### src/rtl/alu_result_fifo.sv
// ---------------------------------------------------------------------------
// alu_result_fifo
//
// Capture stage behind the 4-bit ALU. Each 8-bit ALU result is accepted over
// a valid/ready handshake and held in a small circular FIFO. The oldest
// result is offered to the display/consumer stage over a second valid/ready
// handshake. Results that the ALU produces faster than the consumer can take
// them are buffered, not lost.
//
// Parameters:
//   DEPTH      number of 8-bit entries (power of 2, >= 2), default 4
//
// Ports:
//   Clock      in   1               rising-edge clock for all state
//   Reset      in   1               synchronous active-high reset
//   ALUOut     in   8               result word from the ALU
//   InValid    in   1               ALUOut holds a result to capture
//   InReady    out  1               FIFO can accept a word (Count != DEPTH)
//   OutData    out  8               oldest stored result, 8'h00 when empty
//   OutValid   out  1               OutData is valid (Count != 0)
//   OutReady   in   1               consumer takes OutData this cycle
//   Count      out  $clog2(DEPTH)+1 number of stored entries, 0..DEPTH
//   DropCount  out  8               saturating count of pushes attempted
//                                   while full. This port exists only when
//                                   ALU_RESULT_FIFO_DROP_CNT_EN is defined.
//
// Configuration macro: ALU_RESULT_FIFO_DROP_CNT_EN
//
// All outputs come from registers. OutData is kept in its own register and
// reloaded only when the head of the queue changes, which is on a pop or on
// a push into an empty FIFO. For that reason the output never combinationally
// follows the storage array or ALUOut.
// ---------------------------------------------------------------------------
module alu_result_fifo #(
    parameter int DEPTH = 4
) (
    input  logic                     Clock,
    input  logic                     Reset,
    input  logic [7:0]               ALUOut,
    input  logic                     InValid,
    output logic                     InReady,
    output logic [7:0]               OutData,
    output logic                     OutValid,
    input  logic                     OutReady,
`ifdef ALU_RESULT_FIFO_DROP_CNT_EN
    output logic [7:0]               DropCount,
`endif
    output logic [$clog2(DEPTH):0]   Count
);

    localparam int PTR_W = $clog2(DEPTH);
    localparam int CNT_W = PTR_W + 1;

    localparam logic [CNT_W-1:0] CNT_FULL  = CNT_W'(DEPTH);
    localparam logic [CNT_W-1:0] CNT_EMPTY = {CNT_W{1'b0}};
    localparam logic [CNT_W-1:0] CNT_ONE   = CNT_W'(1);
    localparam logic [PTR_W-1:0] PTR_ONE   = PTR_W'(1);

    // Occupancy classes derived from the count. They are not a separate
    // state register.
    typedef enum logic [1:0] {
        OCC_EMPTY   = 2'd0,
        OCC_PARTIAL = 2'd1,
        OCC_FULL    = 2'd2
    } occ_e;

    // Storage and state
    logic [7:0]       mem_r [DEPTH];
    logic [PTR_W-1:0] wr_ptr_r;
    logic [PTR_W-1:0] rd_ptr_r;
    logic [CNT_W-1:0] count_r;
    logic [7:0]       out_data_r;
    logic             in_ready_r;
    logic             out_valid_r;

    // Next-state and handshake signals
    logic             push_s;
    logic             pop_s;
    logic [PTR_W-1:0] rd_ptr_inc_s;
    logic [PTR_W-1:0] wr_ptr_inc_s;
    logic [CNT_W-1:0] count_nxt_s;
    logic [7:0]       out_data_nxt_s;
    occ_e             occ_nxt_s;
    logic             in_ready_nxt_s;
    logic             out_valid_nxt_s;

    // Handshakes qualified by the registered ready/valid flags. Because of
    // this, a push is refused when full even if a pop happens in the same cycle.
    always_comb begin
        push_s       = InValid && in_ready_r;
        pop_s        = out_valid_r && OutReady;
        rd_ptr_inc_s = rd_ptr_r + PTR_ONE;
        wr_ptr_inc_s = wr_ptr_r + PTR_ONE;
    end

    // Occupancy update: push only +1, pop only -1, both or neither hold
    always_comb begin
        count_nxt_s = count_r;
        case ({push_s, pop_s})
            2'b10:   count_nxt_s = count_r + CNT_ONE;
            2'b01:   count_nxt_s = count_r - CNT_ONE;
            default: count_nxt_s = count_r;
        endcase
    end

    // Classify the next occupancy so the ready/valid flags can be registered
    always_comb begin
        occ_nxt_s = OCC_PARTIAL;
        if (count_nxt_s == CNT_EMPTY) begin
            occ_nxt_s = OCC_EMPTY;
        end else if (count_nxt_s == CNT_FULL) begin
            occ_nxt_s = OCC_FULL;
        end else begin
            occ_nxt_s = OCC_PARTIAL;
        end
    end

    // Map the occupancy class to the next ready/valid flag values
    always_comb begin
        in_ready_nxt_s  = 1'b1;
        out_valid_nxt_s = 1'b1;
        case (occ_nxt_s)
            OCC_EMPTY: begin
                in_ready_nxt_s  = 1'b1;
                out_valid_nxt_s = 1'b0;
            end
            OCC_FULL: begin
                in_ready_nxt_s  = 1'b0;
                out_valid_nxt_s = 1'b1;
            end
            OCC_PARTIAL: begin
                in_ready_nxt_s  = 1'b1;
                out_valid_nxt_s = 1'b1;
            end
            default: begin
                in_ready_nxt_s  = 1'b1;
                out_valid_nxt_s = 1'b0;
            end
        endcase
    end

    // Next head-of-queue word. After a pop the new head is the entry behind
    // the read pointer. When only one word remained, the new head is either
    // the word pushed on the same edge or nothing (8'h00).
    always_comb begin
        out_data_nxt_s = out_data_r;
        if (pop_s) begin
            if (count_r == CNT_ONE) begin
                if (push_s) begin
                    out_data_nxt_s = ALUOut;
                end else begin
                    out_data_nxt_s = 8'h00;
                end
            end else begin
                out_data_nxt_s = mem_r[rd_ptr_inc_s];
            end
        end else if (push_s && (count_r == CNT_EMPTY)) begin
            out_data_nxt_s = ALUOut;
        end else begin
            out_data_nxt_s = out_data_r;
        end
    end

    // Storage array write. The array has no reset because its contents are
    // qualified by Count.
    always_ff @(posedge Clock) begin
        if (push_s && !Reset) begin
            mem_r[wr_ptr_r] <= ALUOut;
        end
    end

    // Pointer, occupancy and registered-output update. Reset wins.
    always_ff @(posedge Clock) begin
        if (Reset) begin
            wr_ptr_r    <= {PTR_W{1'b0}};
            rd_ptr_r    <= {PTR_W{1'b0}};
            count_r     <= CNT_EMPTY;
            out_data_r  <= 8'h00;
            in_ready_r  <= 1'b1;
            out_valid_r <= 1'b0;
        end else begin
            if (push_s) begin
                wr_ptr_r <= wr_ptr_inc_s;
            end
            if (pop_s) begin
                rd_ptr_r <= rd_ptr_inc_s;
            end
            count_r     <= count_nxt_s;
            out_data_r  <= out_data_nxt_s;
            in_ready_r  <= in_ready_nxt_s;
            out_valid_r <= out_valid_nxt_s;
        end
    end

`ifdef ALU_RESULT_FIFO_DROP_CNT_EN
    logic [7:0] drop_cnt_r;

    // Saturating count of pushes refused because the FIFO was full
    always_ff @(posedge Clock) begin
        if (Reset) begin
            drop_cnt_r <= 8'h00;
        end else if (InValid && !in_ready_r && (drop_cnt_r != 8'hFF)) begin
            drop_cnt_r <= drop_cnt_r + 8'h01;
        end
    end

    assign DropCount = drop_cnt_r;
`endif

    assign InReady  = in_ready_r;
    assign OutValid = out_valid_r;
    assign OutData  = out_data_r;
    assign Count    = count_r;

endmodule
### config.mk
export PLATFORM = sky130hd
export DESIGN_NAME = alu_result_fifo
export DESIGN_NICKNAME = d
export VERILOG_FILES = /design/src/rtl/alu_result_fifo.sv
export SDC_FILE = /design/constraint.sdc
export NUM_CORES = 1
export LEC_CHECK = 0
export ABC_AREA = 0
export ABC_CLOCK_PERIOD_IN_PS = 3000
export CORE_MARGIN = 8
export CORE_UTILIZATION = 66
export CTS_CLUSTER_SIZE = 24
export DETAILED_ROUTE_END_ITERATION = 8
export DONT_BUFFER_PORTS = 1
export PLACE_DENSITY = 0.79
export SKIP_CTS_REPAIR_TIMING = 1
export SLEW_MARGIN = 20
export SYNTH_ARGS = -nofsm -noshare
export SYNTH_HDL_FRONTEND = slang
export SYNTH_SLANG_ARGS = --single-unit
### constraint.sdc
create_clock -name Clock -period 3 [get_ports Clock]
set_clock_uncertainty 0.2 [all_clocks]
set_input_delay 0 -clock Clock [delete_from_list [all_inputs] [get_ports Clock]]
set_output_delay 0 -clock Clock [all_outputs]
set_load 0.01 [all_outputs]
==> results of run 1 <==
## worst max-delay path: cells and delay by family, from the launching register on
family	cells	cell delay, ns
buffers and inverters	2	0.72
AOI/OAI and AO/OA	3	0.76
adders and majority gates	1	0.15
and+or+nand+nor	1	0.22
DFF	1	0.42
## cells by family after synthesis
logic type	count (synthesis)	share of synthesized area
buffers and inverters	16	0.0449
AND/OR/NAND/NOR	30	0.0664
AO/OA/AOI/OAI	27	0.102
XOR/XNOR	5	0.0209
adder cells (fa/ha/maj)	8	0.0478
flip-flops	49	0.622
multiplexers	10	0.0957
## layout make-up
| class | instances | share of cell area |
|---|---|---|
| inverters | 7 | 0.0115 |
| repair buffers | 12 | 0.0526 |
| clock inverters | 3 | 0.0203 |
| clock buffers | 5 | 0.0164 |
| multi-input cells | 80 | 0.305 |
| flip-flops and latches | 49 | 0.570 |
| well taps | 44 | 0.0241 |
## layout by cell type, fill, tap and decap left out, types with 3 or more instances in the layout
cell and count:
edfxtp_1 32, dfxtp_1 17, nor2_1 15, dlygate4sd3_1 12, mux4_2 8, a32oi_1 8, a211oi_1 8, ha_1 8
inv_1 7, clkbuf_4 5, nand2_1 4, and2_1 4, xnor2_1 4, o21ai_0 3, a21oi_1 3
## metal layers
layer  vias up  part of all wire  global-route usage
met5         -                 0                   0
met3         9             0.061              0.0482
met4         0             0.021              0.0816
met1       596              0.41               0.190
li1        568                 -                   -
met2        40              0.50               0.249
## synth_stat cells
library cell,number,area (um^2)
and3_1,1,6.26
nor2_1,15,56.3
a21boi_0,1,7.51
a41o_4,1,21.3
inv_1,7,26.3
o21ai_0,3,15.0
a311oi_1,1,8.76
mux2i_1,2,20.0
mux4_2,8,180
nand2b_1,1,6.26
buf_2,3,15.0
and2_4,1,8.76
edfxtp_1,32,961
o21ai_2,1,8.76
dfxtp_1,17,340
nor3_1,1,5.00
nand3_1,2,10.0
nand2_1,4,15.0
a211oi_1,8,60.1
and2_1,4,25.0
xnor2_1,4,35.0
or3_1,1,6.26
ha_1,8,100
a32oi_1,8,70.1
buf_6,4,45.0
o31ai_1,1,7.51
xor2_1,1,8.76
a21oi_1,3,15.0
clkbuf_1,2,7.51
## path summary, 6_finish.rpt
kind,start,to,slack [ns],depth (start not counted)
min reg2reg,wr_ptr_r[1]$_SDFFE_PP0P_,wr_ptr_r[1]$_SDFFE_PP0P_,0.32,2
max,Count[1]$_SDFF_PP0_,OutData[5]$_SDFFE_PP0P_,0.49,7
min,InValid,wr_ptr_r[1]$_SDFFE_PP0P_,-0.06,3
max reg2reg,Count[1]$_SDFF_PP0_,OutData[5]$_SDFFE_PP0P_,0.49,7
## power groups by stage
stage / Combinational (mW) / Sequential, mW / Clock [mW]
6_report: 0.411 / 0.936 / 0.389
5_1_grt: 0.457 / 0.958 / 0.419
4_1_cts: 0.378 / 0.943 / 0.393
3_5_place_dp: 0.373 / 0.959 / 0
3_3_place_gp: 0.355 / 0.955 / 0
2_1_floorplan: 0.361 / 0.909 / 0
## through the flow
stage | power (mW) | utilization | cell area [um^2] | setup WS, ns
2_1_floorplan | 1.27 | - | 2090 | 1.18
3_3_place_gp | 1.31 | 0.687 | 2080 | 1.00
3_5_place_dp | 1.33 | 0.687 | 2080 | 0.939
4_1_cts | 1.71 | 0.714 | 2160 | 0.903
5_1_grt | 1.84 | 0.754 | 2280 | 0.326
6_report | 1.74 | 0.754 | 2280 | 0.486
## registers in the layout, indices dropped and copies added (netlist names)
signal and cells:
OutData 8, InReady 1, rd_ptr_r 2, mem_r 32
Count 3, OutValid 1, wr_ptr_r 2
==> impl_metrics.tcl, run 1 <==
set metrics [dict create \
    run_status "finished with violations" \
    violations "hold timing" \
    wl_per_cell_um 19.4 \
    portBuffers 0 \
    critical_path.slowest_cell "dlygate4sd3_1" \
    overflow 0 \
    path_clk_slew_ns 0.15 \
    cts_tree "yes" \
    cts_inserted_buffers 5 \
    grt_pass1_wl_mm 6.07 \
    required_ns 3.13 \
    ys_types 29 \
    ios 25 \
    clkPwrFrac 0.224 \
    p_int_mw 1.17 \
    setup_viol 0 \
    cts_htree_levels 2 \
    period_minus_slack_ns 2.51 \
    p_leak_nw 0.781 \
    grt_start_max_net_pins 19 \
    power_frac_seq 0.539 \
    setup_tns_ns 0 \
    slew_headroom 0.550 \
    drc 0 \
    swShare 0.326 \
    clock-sinks 49 \
    vias 1213 \
    routed_wl_mm 3.88 \
    final-max-slew-violation-count 0 \
    powerDensity_mw_per_mm2 760 \
    synth.avg_cell_area_um2 14.4 \
    die_area_mm2 0.00523 \
    dp_hpwl_mm 2.55 \
    fin_nets 175 \
    multiInputGateArea_um2 697 \
    power.net_switching_mw 0.567 \
    clock_latency_ns 0.37 \
    syn-num-nets 165 \
    critPathMaxStageDelay_ns 0.59 \
    globalRouteTotalUtil 0.158 \
    drive_gt1_frac 0.122 \
    ir_drop_mv 0.442 \
    critical_path_peak_fanout 9 \
    antenna_found_initial 0 \
    die_h_um 72.3 \
    clock_path_buffers 2 \
    antenna_left 0 \
    max_freq_mhz 398 \
    area_delta_synth_final_pct 9.15 \
    seq_area_frac_synth 0.622 \
    cp_cell_sequence "inv_1 -> ha_1 -> nand2b_1 -> o21ai_2 -> a32oi_1 -> a211oi_1 -> dlygate4sd3_1" \
    synth_cells 145 \
    crit_type "flop to flop" \
    seq_area_mm2 0.00130 \
    place.gp.congestion 0.801 \
    endpoint_kind "flop" \
    detail_route.vias_per_cell 6.07 \
    first_iter_violations 87 \
    clockRootBuffer "clkbuf_4" \
    combPwrFrac 0.237 \
    dpl.cell_count 180 \
    timing.final.crit_share 0.838 \
    worst_pin_slew_ns 0.672 \
    whs_ns -0.0557 \
    chipWidth_um 72.3 \
    synth.ff_latch_count 49 \
    grt_pass1_vias 1157 \
    start_util 0.691 \
    nFillCells 199 \
    rsz0062_at_grt "false" \
    critPathArrivalTime_ns 2.64 \
    hold_viol 2 \
    stdcell_count 200 \
    core_mm2 0.00303 \
    hp-class "input port to flop" \
    first_pass_iters 4 \
    critical_path.startpoint_type "flop" \
    rows 20 \
    yosys_warnings 0 \
    n_antenna_cell 0 \
    syn-cell-area_mm2 0.00209 \
    maxCapViolCount 0 \
]
(Power assumes the default switching activity.)
==> inputs of run 2 (changes only) <==
--- a/config.mk
+++ b/config.mk
@@ -5,14 +5,14 @@
 export SDC_FILE = /design/constraint.sdc
 export NUM_CORES = 1
 export LEC_CHECK = 0
-export ABC_AREA = 0
-export ABC_CLOCK_PERIOD_IN_PS = 3000
+export ABC_AREA = 1
+export ABC_CLOCK_PERIOD_IN_PS = 2300
 export CORE_MARGIN = 8
-export CORE_UTILIZATION = 66
+export CORE_UTILIZATION = 56
 export CTS_CLUSTER_SIZE = 24
 export DETAILED_ROUTE_END_ITERATION = 8
 export DONT_BUFFER_PORTS = 1
-export PLACE_DENSITY = 0.79
+export PLACE_DENSITY = 0.71
 export SKIP_CTS_REPAIR_TIMING = 1
 export SLEW_MARGIN = 20
 export SYNTH_ARGS = -nofsm -noshare
==> constraint.sdc (replaced) <==
create_clock -name Clock -period 2.3 [get_ports Clock]
set_clock_uncertainty 0.2 [all_clocks]
set_input_delay 0 -clock Clock [delete_from_list [all_inputs] [get_ports Clock]]
set_output_delay 0 -clock Clock [all_outputs]
set_load 0.01 [all_outputs]
==> run 2 against run 1 <==
  * Final area is 8.5% higher
  * Non-clock buffer count is 6 higher
  * Combinational power is 1% higher
  * Area after synthesis is 6.0% higher
  * Largest cell class unchanged
  * Synthesized cell count is 56% higher
  * First-iteration DRC count is 18% higher
  * Wire length is 15% higher
  * Via count is 25% higher
  * The run now ends clean
  * Register-to-register slack worse by 0.07 ns
  * Worst hold slack better by 0.30 ns
==> impl_metrics.tcl, run 2 <==
set metrics [dict create \
    run_status "completed" \
    powerDensity_mw_per_mm2 805 \
    synth_cells 226 \
    nFillCells 361 \
    cp_top_family "buffers and inverters" \
    synth_common_cells "nand2_1, edfxtp_1, nand3_1" \
    cts_inserted_buffers 5 \
    wl_per_cell_um 15.1 \
    ir_drop_mv 0.446 \
    power.net_switching_mw 0.623 \
    antenna_left 0 \
    area_delta_synth_final_pct 11.7 \
    drc 0 \
    drive_gt1_frac 0.122 \
    dp_hpwl_mm 3.22 \
    vias 1520 \
    largest_reg_flops 32 \
    cp_num_buf_inv 2 \
    power_mw 1.99 \
    timing.final.crit_share 0.820 \
    cts_htree_levels 2 \
    critical_path.slowest_cell "dlygate4sd3_1" \
    cp_cell_sequence "nor2_4 -> inv_2 -> nand3_1 -> a21oi_1 -> dlygate4sd3_1" \
    setup_tns_ns 0 \
    routed_wl_mm 4.48 \
    chipWidth_um 78.9 \
    first_iter_violations 103 \
    max_freq_mhz 530 \
    min_from "ALUOut[3]" \
    grt_pass1_wl_mm 7.26 \
    fin_nets 265 \
    holdPathStages 1 \
    synth_edf_count 32 \
    portBuffers 0 \
    r2r-end "rd_ptr_r[1]$_SDFFE_PP0P_" \
    yosys_warnings 0 \
    rrSetupSlack_ns 0.41 \
    clock_path_buffers 2 \
    critical_path_peak_fanout 10 \
    rows 23 \
    combPwrFrac 0.208 \
    clkPwrFrac 0.239 \
    critPathMaxStageDelay_ns 0.57 \
    clock_latency_ns 0.30 \
    ios 25 \
    clockRootBuffer "clkbuf_8" \
    cts_tree "yes" \
    hold_viol 0 \
    globalRouteTotalUtil 0.152 \
    die_h_um 78.9 \
    synth_top_area_frac 0.433 \
    synth.most_common_cell "nand2_1" \
    final_cell_mix "nand2_1, edfxtp_1, nand3_1, dfxtp_1, nor2_1" \
    core_mm2 0.00391 \
    overflow 0 \
    final-max-slew-violation-count 0 \
    syn-num-nets 246 \
    p_leak_nw 1.05 \
    clock-sinks 49 \
    required_ns 2.29 \
    setup_viol 0 \
    critical_path.startpoint_type "flop" \
    period_minus_slack_ns 1.89 \
    synth_area_leaders "edfxtp_1, dfxtp_1, nand2_1, nand3_1, ha_1" \
    worst_pin_slew_ns 0.409 \
    antenna_found_initial 0 \
    async_reset_ff_frac 0 \
    critPathArrivalTime_ns 1.87 \
    synth.ff_latch_count 49 \
    mostFrequentLayoutCell "nand2_1" \
    grt_start_max_net_pins 17 \
    endpoint_kind "flop" \
    p_int_mw 1.37 \
    synth_ff_type "edfxtp_1" \
    n_antenna_cell 0 \
    maxCapViolCount 0 \
    power_frac_seq 0.553 \
    largest_register "mem_r" \
    yosys.area.top_type "edfxtp_1" \
    grt_pass1_vias 1503 \
    swShare 0.312 \
    seq_area_frac_synth 0.587 \
    die_area_mm2 0.00623 \
    ys_types 23 \
    syn-cell-area_mm2 0.00222 \
    worstRegToRegCells 5 \
    hp-class "input port to flop" \
    hold_path_end "mem_r[3][3]$_DFFE_PP_" \
    first_pass_iters 4 \
    detail_route.vias_per_cell 5.14 \
    r2r_start "rd_ptr_r[1]$_SDFFE_PP0P_" \
    place.gp.congestion 0.801 \
    synth.avg_cell_area_um2 9.81 \
    start_util 0.566 \
    rsz0062_at_grt "false" \
    crit_type "flop to flop" \
    path_clk_slew_ns 0.08 \
    slew_headroom 0.726 \
]
-- run 2: cell types whose count changed in the layout (fill, tap and decap cells not counted), moves of 6 or more --
cell,before,now
a21oi_1,3,12
nand3_1,2,27
a211oi_1,8,0
inv_1,7,13
a32oi_1,8,0
buf_4,0,6
mux4_2,8,0
o21ai_1,0,7
nand2_1,4,62
-- run 2: how the worst max path moves through the flow --
stage	depth (start not counted)	end	slack (ns)	from
detailed placement	7	OutData[4]$_SDFFE_PP0P_	0.57	Count[0]$_SDFF_PP0_
global route	4	rd_ptr_r[1]$_SDFFE_PP0P_	0.30	rd_ptr_r[1]$_SDFFE_PP0P_
floorplan	4	mem_r[0][0]$_DFFE_PP_	0.69	InReady$_SDFF_PP1_
finish	5	rd_ptr_r[1]$_SDFFE_PP0P_	0.41	rd_ptr_r[1]$_SDFFE_PP0P_
global placement	7	OutData[4]$_SDFFE_PP0P_	0.60	Count[0]$_SDFF_PP0_
CTS	7	OutData[4]$_SDFFE_PP0P_	0.57	Count[0]$_SDFF_PP0_
-- run 2: cell families after synthesis --
family,synth area share
buffers and inverters,0.0547
AOI/OAI and AO/OA,0.0615
and+or+nand+nor,0.244
DFF,0.587
xor gates and xnor gates,0.00790
adders and majority gates,0.0451
-- run 2: power by group through the flow --
stage          clock network, mW  registers (mW)  logic, mW
6_report                   0.477            1.10      0.415
4_1_cts                    0.492            1.11      0.388
3_5_place_dp                   0            1.13      0.387
2_1_floorplan                  0            1.10      0.332
5_1_grt                    0.522            1.11      0.473
3_3_place_gp                   0            1.13      0.378
-- run 2: metrics by stage --
| stage | worst slack (ns) | hold slack [ns] | utilization | std cells | instance area (um^2) |
|---|---|---|---|---|---|
| 2_1_floorplan | 0.694 | -0.131 | - | 226 | 2220 |
| 3_3_place_gp | 0.596 | -0.129 | 0.582 | 276 | 2280 |
| 3_5_place_dp | 0.570 | -0.127 | 0.582 | 276 | 2280 |
| 6_report | 0.413 | 0.247 | 0.633 | 296 | 2480 |
| 4_1_cts | 0.566 | -0.451 | 0.602 | 284 | 2360 |
| 5_1_grt | 0.295 | 0.265 | 0.633 | 296 | 2480 |
-- run 2: area by class of cell --
cell class                      count  area [um^2]  share of cell area
Sequential cell                    49         1300               0.525
Multi-Input combinational cell    152          795               0.321
Timing Repair Buffer               18          165              0.0667
Clock buffer                        7         76.3              0.0308
Inverter                           19         73.8              0.0298
Tap cell                           50         62.6              0.0253
Clock inverter                      1         3.75             0.00152
-- run 2: per-layer routing --
| layer | global-route usage | share of wire |
|---|---|---|
| met5 | 0 | 0 |
| met4 | 0.0963 | 0.015 |
| met3 | 0.0440 | 0.054 |
| met2 | 0.247 | 0.51 |
| met1 | 0.173 | 0.42 |
